`src/rtl/shift_pkg.sv`:
```
// Shared constants and helpers for the pipelined shifter/rotator.
package shift_pkg;

  // Operation encodings carried on the mode port and through the pipeline.
  localparam logic [1:0] MODE_LSL = 2'b00;
  localparam logic [1:0] MODE_LSR = 2'b01;
  localparam logic [1:0] MODE_ASR = 2'b10;
  localparam logic [1:0] MODE_ROL = 2'b11;

  // Widest operand the bit-reverse helper can handle.
  localparam int MAX_WIDTH = 256;

  // Pipeline depth: number of radix digits needed to cover the shift amount.
  function automatic int calc_stages(input int width, input int radix_bits);
    int shw;
    shw = $clog2(width);
    return (shw + radix_bits - 1) / radix_bits;
  endfunction

  // Reverse the low 'width' bits of v; bits above 'width' come back as zero.
  function automatic logic [MAX_WIDTH-1:0] bit_reverse(input logic [MAX_WIDTH-1:0] v,
                                                        input int width);
    logic [MAX_WIDTH-1:0] r;
    r = '0;
    for (int i = 0; i < MAX_WIDTH; i++) begin
      if (i < width) r[i] = v[width-1-i];
    end
    return r;
  endfunction

endpackage

```
`src/rtl/shift_stage.sv`:
```
// One radix stage of the shifter: a 2^RADIX_BITS:1 mux whose legs are
// constant left-shifts (with fill) or constant rotates of the operand.
module shift_stage
  import shift_pkg::*;
#(
  parameter int WIDTH      = 13,
  parameter int RADIX_BITS = 2,
  parameter int STAGE_IDX  = 0
) (
  input  logic [WIDTH-1:0]      data_i,
  input  logic [RADIX_BITS-1:0] digit_i,
  input  logic [1:0]            mode_i,
  input  logic                  fill_i,
  output logic [WIDTH-1:0]      data_o
);

  localparam int NLEGS = 2 ** RADIX_BITS;

  logic [WIDTH-1:0] leg [NLEGS];

  for (genvar gi = 0; gi < NLEGS; gi++) begin : g_leg
    // Weight of this digit value at this stage's position.
    localparam longint AMT = longint'(gi) <<< (STAGE_IDX * RADIX_BITS);
    // Shift amounts at or beyond WIDTH saturate to all-fill.
    localparam int SHL = (AMT >= longint'(WIDTH)) ? WIDTH : int'(AMT);
    localparam int ROT = int'(AMT % longint'(WIDTH));

    logic [WIDTH-1:0] shl_leg;
    logic [WIDTH-1:0] rol_leg;

    if (SHL >= WIDTH) begin : g_shl_full
      assign shl_leg = {WIDTH{fill_i}};
    end else if (SHL == 0) begin : g_shl_none
      assign shl_leg = data_i;
    end else begin : g_shl_part
      assign shl_leg = {data_i[WIDTH-1-SHL:0], {SHL{fill_i}}};
    end

    if (ROT == 0) begin : g_rol_none
      assign rol_leg = data_i;
    end else begin : g_rol_part
      assign rol_leg = {data_i[WIDTH-1-ROT:0], data_i[WIDTH-1:WIDTH-ROT]};
    end

    assign leg[gi] = (mode_i == MODE_ROL) ? rol_leg : shl_leg;
  end

  assign data_o = leg[digit_i];

endmodule

```
`src/rtl/shift_rotate_pipelined.sv`:
```
// Pipelined barrel shifter/rotator with valid/ready handshake and sideband tag.
// Right modes are bit-reversed around a left-shifting core; ROL amounts are
// reduced mod WIDTH before the first stage. All stages stall together.
module shift_rotate_pipelined
  import shift_pkg::*;
#(
  parameter int  WIDTH      = 13,
  parameter int  RADIX_BITS = 2,
  parameter int  TAG_WIDTH  = 4,
  localparam int SHW        = $clog2(WIDTH)
) (
  input  logic                 clk,
  input  logic                 reset,
  input  logic                 in_valid,
  output logic                 in_ready,
  input  logic [WIDTH-1:0]     in,
  input  logic [SHW-1:0]       shift,
  input  logic [1:0]           mode,
  input  logic [TAG_WIDTH-1:0] tag,
  output logic                 out_valid,
  input  logic                 out_ready,
  output logic [WIDTH-1:0]     out,
  output logic [TAG_WIDTH-1:0] out_tag
);

  localparam int STAGES = calc_stages(WIDTH, RADIX_BITS);
  localparam int PADW   = STAGES * RADIX_BITS;
  localparam int LAST   = STAGES - 1;

  // Global advance: the whole pipe moves or the whole pipe holds.
  logic adv;

  // Entry-side conditioned operand and sideband.
  logic             entry_right;
  logic             entry_fill;
  logic [SHW-1:0]   entry_shift;
  logic [PADW-1:0]  entry_shift_pad;
  logic [WIDTH-1:0] entry_data;

  // Per-stage register inputs (_d) and registers (_q).
  logic [WIDTH-1:0]     stage_in [STAGES];
  logic [WIDTH-1:0]     data_d   [STAGES];
  logic [PADW-1:0]      shift_d  [STAGES];
  logic [1:0]           mode_d   [STAGES];
  logic                 fill_d   [STAGES];
  logic [TAG_WIDTH-1:0] tag_d    [STAGES];
  logic                 valid_d  [STAGES];

  logic [WIDTH-1:0]     data_q   [STAGES];
  logic [PADW-1:0]      shift_q  [STAGES];
  logic [1:0]           mode_q   [STAGES];
  logic                 fill_q   [STAGES];
  logic [TAG_WIDTH-1:0] tag_q    [STAGES];
  logic                 valid_q  [STAGES];

  assign out_valid = valid_q[LAST];
  assign adv       = out_ready | ~out_valid;
  assign in_ready  = adv;

  // Entry conditioning: ROL mod-WIDTH reduction, right-mode reversal, ASR fill.
  always_comb begin
    entry_right = (mode == MODE_LSR) || (mode == MODE_ASR);
    entry_fill  = (mode == MODE_ASR) && in[WIDTH-1];
    entry_shift = shift;
    // shift < 2*WIDTH always, so one conditional subtract gives shift mod WIDTH.
    if ((mode == MODE_ROL) && ({1'b0, shift} >= (SHW+1)'(WIDTH))) begin
      entry_shift = shift - SHW'(WIDTH);
    end
    entry_shift_pad = PADW'(entry_shift);
    entry_data      = entry_right ? WIDTH'(bit_reverse(MAX_WIDTH'(in), WIDTH)) : in;
  end

  for (genvar gi = 0; gi < STAGES; gi++) begin : g_stage
    if (gi == 0) begin : g_first
      assign stage_in[gi]   = entry_data;
      assign shift_d[gi]    = entry_shift_pad;
      assign mode_d[gi]     = mode;
      assign fill_d[gi]     = entry_fill;
      assign tag_d[gi]      = tag;
      assign valid_d[gi]    = in_valid & adv;
    end else begin : g_next
      assign stage_in[gi]   = data_q[gi-1];
      assign shift_d[gi]    = shift_q[gi-1];
      assign mode_d[gi]     = mode_q[gi-1];
      assign fill_d[gi]     = fill_q[gi-1];
      assign tag_d[gi]      = tag_q[gi-1];
      assign valid_d[gi]    = valid_q[gi-1];
    end

    shift_stage #(
      .WIDTH      (WIDTH),
      .RADIX_BITS (RADIX_BITS),
      .STAGE_IDX  (gi)
    ) u_stage (
      .data_i  (stage_in[gi]),
      .digit_i (shift_d[gi][gi*RADIX_BITS +: RADIX_BITS]),
      .mode_i  (mode_d[gi]),
      .fill_i  (fill_d[gi]),
      .data_o  (data_d[gi])
    );
  end

  // Pipeline registers: cleared on reset, loaded together on every advance.
  always_ff @(posedge clk or posedge reset) begin
    if (reset) begin
      for (int s = 0; s < STAGES; s++) begin
        data_q[s]  <= '0;
        shift_q[s] <= '0;
        mode_q[s]  <= '0;
        fill_q[s]  <= 1'b0;
        tag_q[s]   <= '0;
        valid_q[s] <= 1'b0;
      end
    end else if (adv) begin
      for (int s = 0; s < STAGES; s++) begin
        data_q[s]  <= data_d[s];
        shift_q[s] <= shift_d[s];
        mode_q[s]  <= mode_d[s];
        fill_q[s]  <= fill_d[s];
        tag_q[s]   <= tag_d[s];
        valid_q[s] <= valid_d[s];
      end
    end
  end

  // Exit: undo the entry reversal for right modes.
  always_comb begin
    out_tag = tag_q[LAST];
    out     = data_q[LAST];
    if ((mode_q[LAST] == MODE_LSR) || (mode_q[LAST] == MODE_ASR)) begin
      out = WIDTH'(bit_reverse(MAX_WIDTH'(data_q[LAST]), WIDTH));
    end
  end

endmodule
```
`config.mk`:
```
export PLATFORM = sky130hd
export DESIGN_NAME = shift_rotate_pipelined
export DESIGN_NICKNAME = d
export VERILOG_FILES = /design/src/rtl/shift_pkg.sv /design/src/rtl/shift_stage.sv /design/src/rtl/shift_rotate_pipelined.sv
export SDC_FILE = /design/constraint.sdc
export NUM_CORES = 1
export LEC_CHECK = 0
export ABC_AREA = 1
export CAP_MARGIN = 40
export CELL_PAD_IN_SITES_DETAIL_PLACEMENT = 1
export CELL_PAD_IN_SITES_GLOBAL_PLACEMENT = 1
export CORE_MARGIN = 2
export CORE_UTILIZATION = 45
export CTS_CLUSTER_SIZE = 24
export DETAILED_ROUTE_END_ITERATION = 7
export DONT_BUFFER_PORTS = 1
export GPL_ROUTABILITY_DRIVEN = 0
export PLACE_DENSITY_LB_ADDON = 0.2
export SYNTH_ARGS = -nofsm -noshare
export SYNTH_HDL_FRONTEND = slang
export SYNTH_SLANG_ARGS = --single-unit
```
`constraint.sdc`:
```
create_clock -name clk -period 1.75 [get_ports clk]
set_clock_uncertainty 0.2 [all_clocks]
set_input_delay 0.2625 -clock clk [delete_from_list [all_inputs] [get_ports clk]]
set_output_delay 0.2625 -clock clk [all_outputs]
set_load 0.02 [all_outputs]
```
-- Yosys cells after proc, flatten, opt, wreduce, memory -nomap -nowiden
Cells that the tools add are included.
- bitwise gates (word level): 5
- multiplexer cells: 15
- reductions and logical operators: 4
- add/subtract/negate cells: 1
- $lt $le $gt $ge: 3
- eq/ne operators: 6
- operators with widths (operator ; count):
    $mux 13 ; 6
    $bmux 13 s2 ; 2
    $mux 12 ; 1
    $eq 2x2->1 const B ; 4
    $mux 4 ; 2
    $mux 8 ; 1
    $ge 3x3->1 const B ; 2
    $not 2->3 ; 2
    $eq 2x1->1 const B ; 2
    $ge 4x4->1 const B ; 1
    $sub 4x4->4 const B ; 1
    $mux 3 ; 1
    $logic_and 1x1->1 ; 2
    $logic_or 1x1->1 ; 2
    $mux 2 ; 1
    $and 1x1->1 ; 1
    $mux 1 ; 1
    $not 1->1 ; 1
    $or 1x1->1 ; 1
- bits of input ports: 27
- flip-flop bits (word level): 45
- word-level logic and storage cells: 44
- output and inout bits: 19

-- Depth between registers and ports, before layout
Gate-level depths: netlist (run 1).
- depth after elaboration: 7
- gate-level depth with buffers: 13
- gate-level depth less buffers: 12

-- By module
Synthesis (run 1) repeated with hierarchy kept, for this count alone.
- cells, all modules: 429
- area total of the unflattened synthesis: 3000.4 um^2
- by module, submodules not included (module ; times used ; area each (um^2) ; seq. area each (um^2) ; cells an instance):
    shift_rotate_pipelined ; 1 ; 2085.8 ; 1076.0 ; 261
    shift_stage (g_stage[1].u_stage) ; 1 ; 533.0 ; 0.0 ; 102
    shift_stage (g_stage[0].u_stage) ; 1 ; 381.6 ; 0.0 ; 66

-- Worst setup path after synthesis (run 1)
No wires, ideal clock.
- path type: register to output
- start point: register mode_q[1] (netlist name)
- end point: output port out[10]
- path slack: 5 ps
- cell stages (with the launch flop): 5
- arrival time: 1282 ps
- data required time: 1287 ps
- buffers on the path: 1
- path through: dfrtp_1 > xnor2_1 > clkbuf_1 > nand2_1 > o21ai_0
- cells in the longest elaborated chain, start to end: 3
- elaborated cells between the ends (all ways): 4
- those cells by class: 2 x eq/ne; 1 x mux; 1 x reduce/logical
- RTL lines (item ; line ; source):
    start: declaration ; shift_rotate_pipelined.sv:51 ; logic [1:0] mode_q [STAGES];
    start signal: indexed assignment ; shift_rotate_pipelined.sv:118 ; mode_q[s] <= mode_d[s];
    $eq 2x1->1 or $eq 2x2->1 (tied branches) ; shift_rotate_pipelined.sv:130 ; if ((mode_q[LAST] == MODE_LSR) || (mode_q[LAST] == MODE_ASR)) begin
    $logic_or 1x1->1 (*) ; shift_rotate_pipelined.sv:130 ;
    $mux 13 (*) ; shift_rotate_pipelined.sv:130 ;
    end: declaration ; shift_rotate_pipelined.sv:22 ; output logic [WIDTH-1:0] out,
Every way passes the cells marked *; elsewhere a longest branch is shown, timed or not.

-- Final worst setup path (run 1)
- start point: register mode_q[0] (netlist name)
- end point: output port out[0]
The elaborated chain is that of the path after synthesis.

==> impl_metrics.tcl, run 1 <==
set metrics [dict create \
    whs_ns 0.0152 \
    io-pin-count 46 \
    clock-sinks 43 \
    drt_wl_total_um 7740 \
    dp_hpwl_um 5630 \
    async_flop_share_pct 100 \
    drc 0 \
    pwr-share-clk_pct 17.7 \
    setup_ws_ns -0.218 \
    drtIter0Drc 87 \
    grt_pass1_wl_um 13200 \
    ys_top_cells_by_area "dfrtp_1, nand2_1, o21ai_0, nand3_1, inv_1" \
    rsz0062_at_grt "true" \
    antenna_cells 0 \
    slew_headroom_pct 65.4 \
    ys_top_cells_by_count "nand2_1, o21ai_0, inv_1, nand3_1, dfrtp_1" \
    swShare_pct 40.5 \
    firstDrtPassIters 4 \
    antenna_left 0 \
    finalSetupTns_ns -1.93 \
    p_int_mw 2.11 \
    fin_crit_ns 1.97 \
    grt_pass1_vias 2930 \
    globalRouteTotalUtil_pct 22.5 \
    synth_area_mm2 0.00289 \
    power_per_cell_area_mw_per_mm2 1060 \
    grt_max_degree 44 \
    synthFlopType "dfrtp_1" \
    cp.required_ns 1.29 \
    synth_top_area_share_pct 37.3 \
    worst_ep_arrival_time_ns 1.51 \
    fin_crit_sh_pct 112 \
    antenna_found_initial 0 \
    fp.dieH_um 84.1 \
    hp-class "primary input to flip-flop" \
    htreeDepth 2 \
    synth_cell_types 28 \
    syn_inst 428 \
    clock_path_buffers 2 \
    grt-ovfl-total 0 \
    tightest_slew_ns 0.519 \
    p_seq_share_pct 38.6 \
    synth-edff-count 0 \
    ys_seq_elements 43 \
    portBuffers 0 \
    syn_nets 459 \
    core_area_mm2 0.00628 \
    cts_inserted_buffers 5 \
    ys_warn_count 0 \
    clock-root-buffer "clkbuf_8" \
    drive_above_1_share_pct 14.4 \
    wl_per_cell_um 14.6 \
    leakagePower_nw 1.69 \
    vdd_ir_drop_max_mv 0.579 \
    rows 29 \
    power_frac_comb_pct 43.8 \
    maxSlewViolCount 0 \
    synth_most_common_cell "nand2_1" \
    path_max_fanout 6 \
    fmax_ghz 0.508 \
    worstSetupPathType "flip-flop to output port" \
    endpoint_kind "output port" \
    die_w_um 84.1 \
    start_util_pct 46.0 \
    vias_per_cell 5.40 \
    vias 2857 \
    violations "negative setup slack" \
    cap_violations 0 \
    nNetsFinal 483 \
    syn_avg_cell_area_um2 6.74 \
    clk_pin_slew_ns 0.08 \
    dp_cells 511 \
    final_cells 529 \
    ys_seq_area_share_pct 37.3 \
    yosys.area.top_type "dfrtp_1" \
    areaGrowthSynthToFinish_pct 15.3 \
    finalHoldViolCount 0 \
    worst_setup_path_start_kind "flip-flop" \
    p_switching_mw 1.43 \
    setup_violations 12 \
    dieArea_mm2 0.00707 \
    outcome "complete, but fails checks" \
    post_cts_buffers 0 \
    cts_tree "yes" \
    clk_latency_ns 0.29 \
]
[worst paths after layout]
path	start	end	slack, ns	depth (start not counted)
worst max register to register	mode_d[0]	data_q[3]	0.16	7
max in group asynchronous	reset	data_q[6]	0.64	3
worst max-delay path	mode_q[0]	out[0]	-0.22	5
worst min register to register	valid_d[0]	out_valid	0.25	2
min in group asynchronous	reset	out_tag[0]	0.34	3
worst min-delay path	shift[3]	shift_d[3]	0.02	2
[cell type report]
cell class / instances / area, um2
Clock buffer: 6 / 82.6
Fill cell: 838 / 2950
Tap cell: 77 / 96.3
Inverter: 47 / 176
Timing Repair Buffer: 42 / 367
Sequential cell: 43 / 1080
Clock inverter: 1 / 5.00
Multi-Input combinational cell: 313 / 1520
[worst max-delay path, cell delays in order (launching register included)]
cell,delay [ns]
dfrtp_1,0.42
xnor2_2,0.26
buf_4,0.20
nor2_1,0.05
a21oi_1,0.13
buf_4,0.16
[power by group through the flow]
stage | combinational, mW | sequential [mW] | clock, mW
2_1_floorplan | 1.01 | 1.33 | 0
3_3_place_gp | 1.41 | 1.36 | 0
3_5_place_dp | 1.45 | 1.38 | 0
4_1_cts | 1.48 | 1.36 | 0.639
5_1_grt | 1.73 | 1.39 | 0.686
6_report | 1.55 | 1.37 | 0.625
[repair_timing]
item	CTS	global route
pin swaps	0	1
hold endpoints to repair	51	0
gates resized for setup	1	12
hold buffers	9	0
endpoints found under the setup margin	12	15
cloned	0	2
[metal layers]
layer | wire (um) | global-route usage (%) | vias up
li1 | - | - | 1426
met1 | 3390 | 28.0 | 1366
met2 | 3990 | 39.9 | 52
met3 | 204 | 2.67 | 13
met4 | 156 | 8.36 | 0
met5 | 0 | 0 | -
[cells in the final DEF, fill, tap and decap left out]
cell,netlist,layout
inv_1,44,44
nand2_2,6,7
nand2_4,3,3
o21ai_0,50,49
o22ai_1,1,1
o21ai_2,1,2
ha_1,4,4
o21ai_1,4,4
clkbuf_8,0,6
a21oi_1,13,11
nand2_1,149,148
nor2_4,1,1
buf_12,0,2
or2_2,1,1
buf_4,2,30
dlygate4sd3_1,0,9
a21oi_2,0,2
nand3_1,44,44
o211ai_1,13,13
buf_6,3,1
inv_2,2,2
nor2_1,13,9
xnor2_2,0,1
clkinv_2,0,1
a22oi_1,4,4
nand3_2,2,2
dfrtp_1,43,43
clkinv_1,1,1
nor2_2,0,4
a31oi_1,3,3
[logic make-up (layout without fill, tap and decap cells)]
logic type / count (synthesis) / in the layout / synth area share (%)
AOI/OAI and AO/OA: 89 / 89 / 17.2
xor gates and xnor gates: 1 / 1 / 0.303
adders and majority gates: 4 / 4 / 1.73
buffers and inverters: 72 / 96 / 11.0
DFF: 43 / 43 / 37.3
and+or+nand+nor: 219 / 219 / 32.5
[metrics by stage]
step / cell area, um2 / worst slack, ns / power, mW / util, %
after floorplan: 2890 / 0.00510 / 2.34 / -
after global placement: 3100 / -0.0260 / 2.77 / 49.4
after detailed placement: 3100 / -0.0895 / 2.83 / 49.4
after CTS: 3280 / -0.150 / 3.48 / 52.3
after global routing: 3330 / -0.299 / 3.81 / 53.0
final: 3330 / -0.218 / 3.54 / 53.0
[sequential cells by signal, summed over array words and instances, names as in the netlist]
name / flops
data_q: 26
out_tag: 4
tag_d: 4
mode_d: 2
mode_q: 2
shift_d: 2
fill_d: 1
out_valid: 1
valid_d: 1
Power figures use the tool's default switching activity.
==> run 2: changes to the inputs <==
- CORE_UTILIZATION: 45 -> 47
- CTS_BUF_LIST: default -> sky130_fd_sc_hd__clkbuf_4
==> impl_metrics.tcl, run 2 (synthesized netlist as in run 1, its figures left out) <==
set metrics [dict create \
    layout_common_cells "nand2_1, o21ai_0, inv_1, nand3_1, dfrtp_1" \
    pre_cts_slack_ns -0.101 \
    setup_violations 12 \
    fp.dieH_um 82.4 \
    r2r_setup_slack_ns 0.12 \
    grt-ovfl-total 0 \
    cp_slowest_cell "dfrtp_1" \
    grt_max_degree 47 \
    grt_pass1_vias 2968 \
    wl_per_cell_um 16.0 \
    drt_wl_total_um 8570 \
    vdd_ir_drop_max_mv 0.602 \
    antenna_found_initial 0 \
    path_max_fanout 24 \
    largest-register "data_q" \
    antenna_left 0 \
    start_util_pct 48.8 \
    vias_per_cell 5.53 \
    grt_pass1_wl_um 13400 \
    setup_ws_ns -0.236 \
    clk_pin_slew_ns 0.13 \
    cp.required_ns 1.29 \
    core_area_mm2 0.00592 \
    rsz0062_at_grt "true" \
    hp-class "primary input to flip-flop" \
    die_w_um 82.4 \
    worstSetupPathType "flip-flop to output port" \
    power_per_cell_area_mw_per_mm2 1010 \
    reg2reg_depth 9 \
    fin_crit_ns 1.99 \
    firstDrtPassIters 4 \
    holdCritStartpoint "out_ready" \
    hold_end "out_tag[0]" \
    htreeDepth 2 \
    drtIter0Drc 191 \
    worst_ep_arrival_time_ns 1.52 \
    cts_tree "yes" \
    path_cells "xnor2_1 > buf_6 > nor2_1 > a21oi_1 > buf_4" \
    violations "negative setup slack" \
    clock-root-buffer "clkbuf_4" \
    fin_crit_sh_pct 113 \
    largest_reg_flops 26 \
    areaGrowthSynthToFinish_pct 17.0 \
    rows 28 \
    drive_above_1_share_pct 13.2 \
    post_dp_cell_area_mm2 0.00313 \
    vias 2972 \
    leakagePower_nw 1.71 \
    cap_violations 0 \
    clk_latency_ns 0.37 \
    drc 0 \
    maxSlewViolCount 0 \
    dieArea_mm2 0.00678 \
    clock-sinks 43 \
    slew_headroom_pct 72.1 \
    globalRouteTotalUtil_pct 25.8 \
    outcome "complete, but fails checks" \
    r2r-start "mode_d[0]" \
    clock_path_buffers 2 \
    fmax_ghz 0.504 \
    portBuffers 0 \
    path_delay_family "flip-flops" \
    dp_hpwl_um 5890 \
    final_common_cell "nand2_1" \
    io-pin-count 46 \
    finalHoldViolCount 0 \
    final_area_mm2 0.00338 \
    tightest_slew_ns 0.418 \
    nNetsFinal 492 \
    whs_ns 0.0163 \
    cp_num_buf_inv 2 \
    worst_setup_path_start_kind "flip-flop" \
    antenna_cells 0 \
    hold_depth 4 \
    cts_inserted_buffers 5 \
    cp_slowest_stage_delay_ns 0.42 \
    endpoint_kind "output port" \
    r2r_end "data_q[2]" \
]
run 2: cell types whose count changed in the layout (fill, tap and decap cells not counted), moves of 3 or more:
cell,delta
nor2_1,+3
clkbuf_4,+6
clkbuf_8,-6
nor2_2,-4
dlygate4sd3_1,+5
o21ai_1,+3
run 2: what timing repair did:
item                       4_1_cts  5_1_grt
setup endpoints to repair       12       20
hold buffers                    14        0
setup buffers                    0        3
pin swaps                        0        1
hold endpoints to repair        56        0
gates resized for setup          1        5
gates cloned                     0        1
run 2: routing by layer:
layer	vias up	part of all wire, %	global-route usage (%)
met1	1431	42	30.2
met4	0	2.2	9.50
met2	78	53	47.9
met3	16	3.4	3.15
li1	1447	-	-
met5	-	0	0
run 2: cell type report:
type | count | area, um2
Clock buffer | 6 | 45.0
Clock inverter | 2 | 7.51
Fill cell | 802 | 2540
Inverter | 47 | 176
Multi-Input combinational cell | 313 | 1500
Sequential cell | 43 | 1080
Tap cell | 75 | 93.8
Timing Repair Buffer | 51 | 477
run 2: tightest hold or removal path, delay by kind of cell:
family / cells / cell delay, ns
compound gates: 1 / 0.06
buf+inv: 1 / 0.15
simple gates: 2 / 0.08
run 2: worst max-delay path by stage:
| stage | from | end | slack (ns) | cells after the start |
|---|---|---|---|---|
| floorplan | mode_q[1] | out[10] | 0.005 | 4 |
| global placement | mode[0] | data_q[13] | -0.06 | 10 |
| detailed placement | mode[0] | data_q[14] | -0.10 | 11 |
| CTS | mode_q[0] | out[0] | -0.24 | 5 |
| global route | mode_q[1] | out[0] | -0.32 | 5 |
| finish | mode_q[1] | out[0] | -0.24 | 5 |
run 2: stage by stage:
stage | instances | utilization [%] | setup TNS (ns) | power (mW)
CTS | 533 | 56.1 | -2.57 | 3.36
finish | 537 | 57.1 | -2.52 | 3.40
floorplan | 428 | - | 0 | 2.34
detailed placement | 511 | 52.8 | -0.723 | 2.86
global route | 537 | 57.1 | -3.54 | 3.66
global placement | 511 | 52.8 | -0.321 | 2.78
run 2: power breakdown:
part | switching [mW] | internal, mW
clock network | 0.314 | 0.165
registers | 0.167 | 1.20
logic | 0.965 | 0.592
==> run 3: changes to the inputs <==
- GPL_ROUTABILITY_DRIVEN: 0 -> default
- PLACE_DENSITY: default -> 0.81
- PLACE_DENSITY_LB_ADDON: 0.2 -> default
==> impl_metrics.tcl, run 3 (synthesized netlist as in run 1, its figures left out) <==
set metrics [dict create \
    globalRouteTotalUtil_pct 26.0 \
    clk_pin_slew_ns 0.13 \
    leakagePower_nw 1.70 \
    die_w_um 82.4 \
    cp.required_ns 1.29 \
    largest_reg_flops 26 \
    multi_input_area_mm2 0.00151 \
    antenna_cells 0 \
    firstDrtPassIters 4 \
    drtIter0Drc 174 \
    largest-register "data_q" \
    areaGrowthSynthToFinish_pct 15.9 \
    endpoint "out[3]" \
    core_area_mm2 0.00592 \
    setup_ws_ns -0.254 \
    clock-root-buffer "clkbuf_4" \
    fp.dieH_um 82.4 \
    path_max_fanout 12 \
    reg2reg_depth 7 \
    grt_pass1_vias 2922 \
    grt_pass1_wl_um 13700 \
    finalSetupTns_ns -2.82 \
    dp_hpwl_um 5820 \
    power_per_cell_area_mw_per_mm2 1020 \
    clk_latency_ns 0.36 \
    holdCritStartpoint "mode[1]" \
    antenna_left 0 \
    drc 0 \
    endpoint_kind "output port" \
    worst_ep_arrival_time_ns 1.54 \
    portBuffers 0 \
    grt_max_degree 44 \
    fmax_ghz 0.499 \
    hp-class "primary input to flip-flop" \
    final_area_mm2 0.00334 \
    nFillCells 825 \
    nNetsFinal 490 \
    io-pin-count 46 \
    post_dp_cell_area_mm2 0.00311 \
    p_seq_share_pct 39.8 \
    p_switching_mw 1.45 \
    final_common_cell "nand2_1" \
    cts_tree "yes" \
    drive_above_1_share_pct 13.7 \
    rows 28 \
    violations "negative setup slack" \
    fin_crit_sh_pct 115 \
    cap_violations 0 \
    antenna_found_initial 0 \
    start_util_pct 48.8 \
    slew_headroom_pct 63.8 \
    drt_wl_total_um 8220 \
    tightest_slew_ns 0.543 \
    clock_path_buffers 2 \
    pwr-share-clk_pct 14.7 \
    wl_per_cell_um 15.4 \
    seq_area_mm2 0.00108 \
    r2r_end "data_q[11]" \
    swShare_pct 42.5 \
    dieArea_mm2 0.00678 \
    outcome "complete, but fails checks" \
    finalHoldViolCount 0 \
    finalWeightedCongestion 0.859 \
    htreeDepth 2 \
    r2r_setup_slack_ns 0.17 \
    clock-sinks 43 \
    vdd_ir_drop_max_mv 0.521 \
    grt-ovfl-total 0 \
    power_frac_comb_pct 45.5 \
    worstSetupPathType "flip-flop to output port" \
    maxSlewViolCount 0 \
    cts_inserted_buffers 5 \
    pre_cts_slack_ns -0.0773 \
    vias 2964 \
    vias_per_cell 5.54 \
    cp-startpoint "mode_q[0]" \
    p_int_mw 1.96 \
    setup_violations 12 \
    rsz0062_at_grt "true" \
    r2r-start "mode_d[1]" \
    fin_crit_ns 2.00 \
    worst_setup_path_start_kind "flip-flop" \
    layout_common_cells "nand2_1, o21ai_0, inv_1, nand3_1, dfrtp_1" \
]
[run 3: worst max-delay path, stage by stage (launching register included)]
cell and delay, ns:
dfrtp_1 0.44, xnor2_2 0.22, buf_6 0.18, nor2_1 0.05
a21oi_1 0.13, buf_4 0.16
[run 3: layout make-up]
| cell class | instances | area share, % |
|---|---|---|
| multi-input combinational | 313 | 45.1 |
| sequential | 43 | 32.2 |
| timing repair buffer | 49 | 12.9 |
| inverter | 47 | 5.27 |
| tap | 75 | 2.81 |
| clock buffer | 6 | 1.35 |
| clock inverter | 2 | 0.374 |
[run 3: metal layers]
metal | share of wire (%) | up-vias | GRT usage, %
li1 | - | 1442 | -
met1 | 42 | 1430 | 30.7
met2 | 52 | 70 | 47.2
met3 | 3.3 | 22 | 3.37
met4 | 2.9 | 0 | 10.7
met5 | 0 | - | 0
[run 3: how the worst min path moves through the flow]
stage                  to  slack, ns  cells after the start
3_3_place_gp   out_tag[0]       0.11                      2
5_1_grt         fill_d[0]       0.06                      3
2_1_floorplan    tag_d[3]       0.17                      2
3_5_place_dp   out_tag[0]       0.13                      2
6_report        fill_d[0]       0.05                      3
4_1_cts         fill_d[0]       0.03                      3
[run 3: repair_timing]
item	CTS	global route
gates resized for setup	1	6
pin swaps	0	2
hold buffers	14	0
cloned	0	1
hold endpoints to repair	56	0
buffers inserted	0	2
setup endpoints to repair	12	16
[run 3: stage by stage]
step	hold slack [ns]	util, %	cells	total power, mW
after detailed placement	0.128	52.5	510	2.84
after floorplan	0.172	-	428	2.34
after CTS	0.0270	55.9	532	3.37
final	0.0533	56.5	535	3.41
after global placement	0.115	52.5	510	2.77
after global routing	0.0644	56.5	535	3.67
[run 3: power by group through the flow]
stage	Combinational [mW]	Clock (mW)	Sequential, mW
floorplan	1.01	0	1.33
global placement	1.41	0	1.36
detailed placement	1.47	0	1.37
CTS	1.51	0.516	1.35
global route	1.74	0.554	1.38
finish	1.55	0.501	1.36
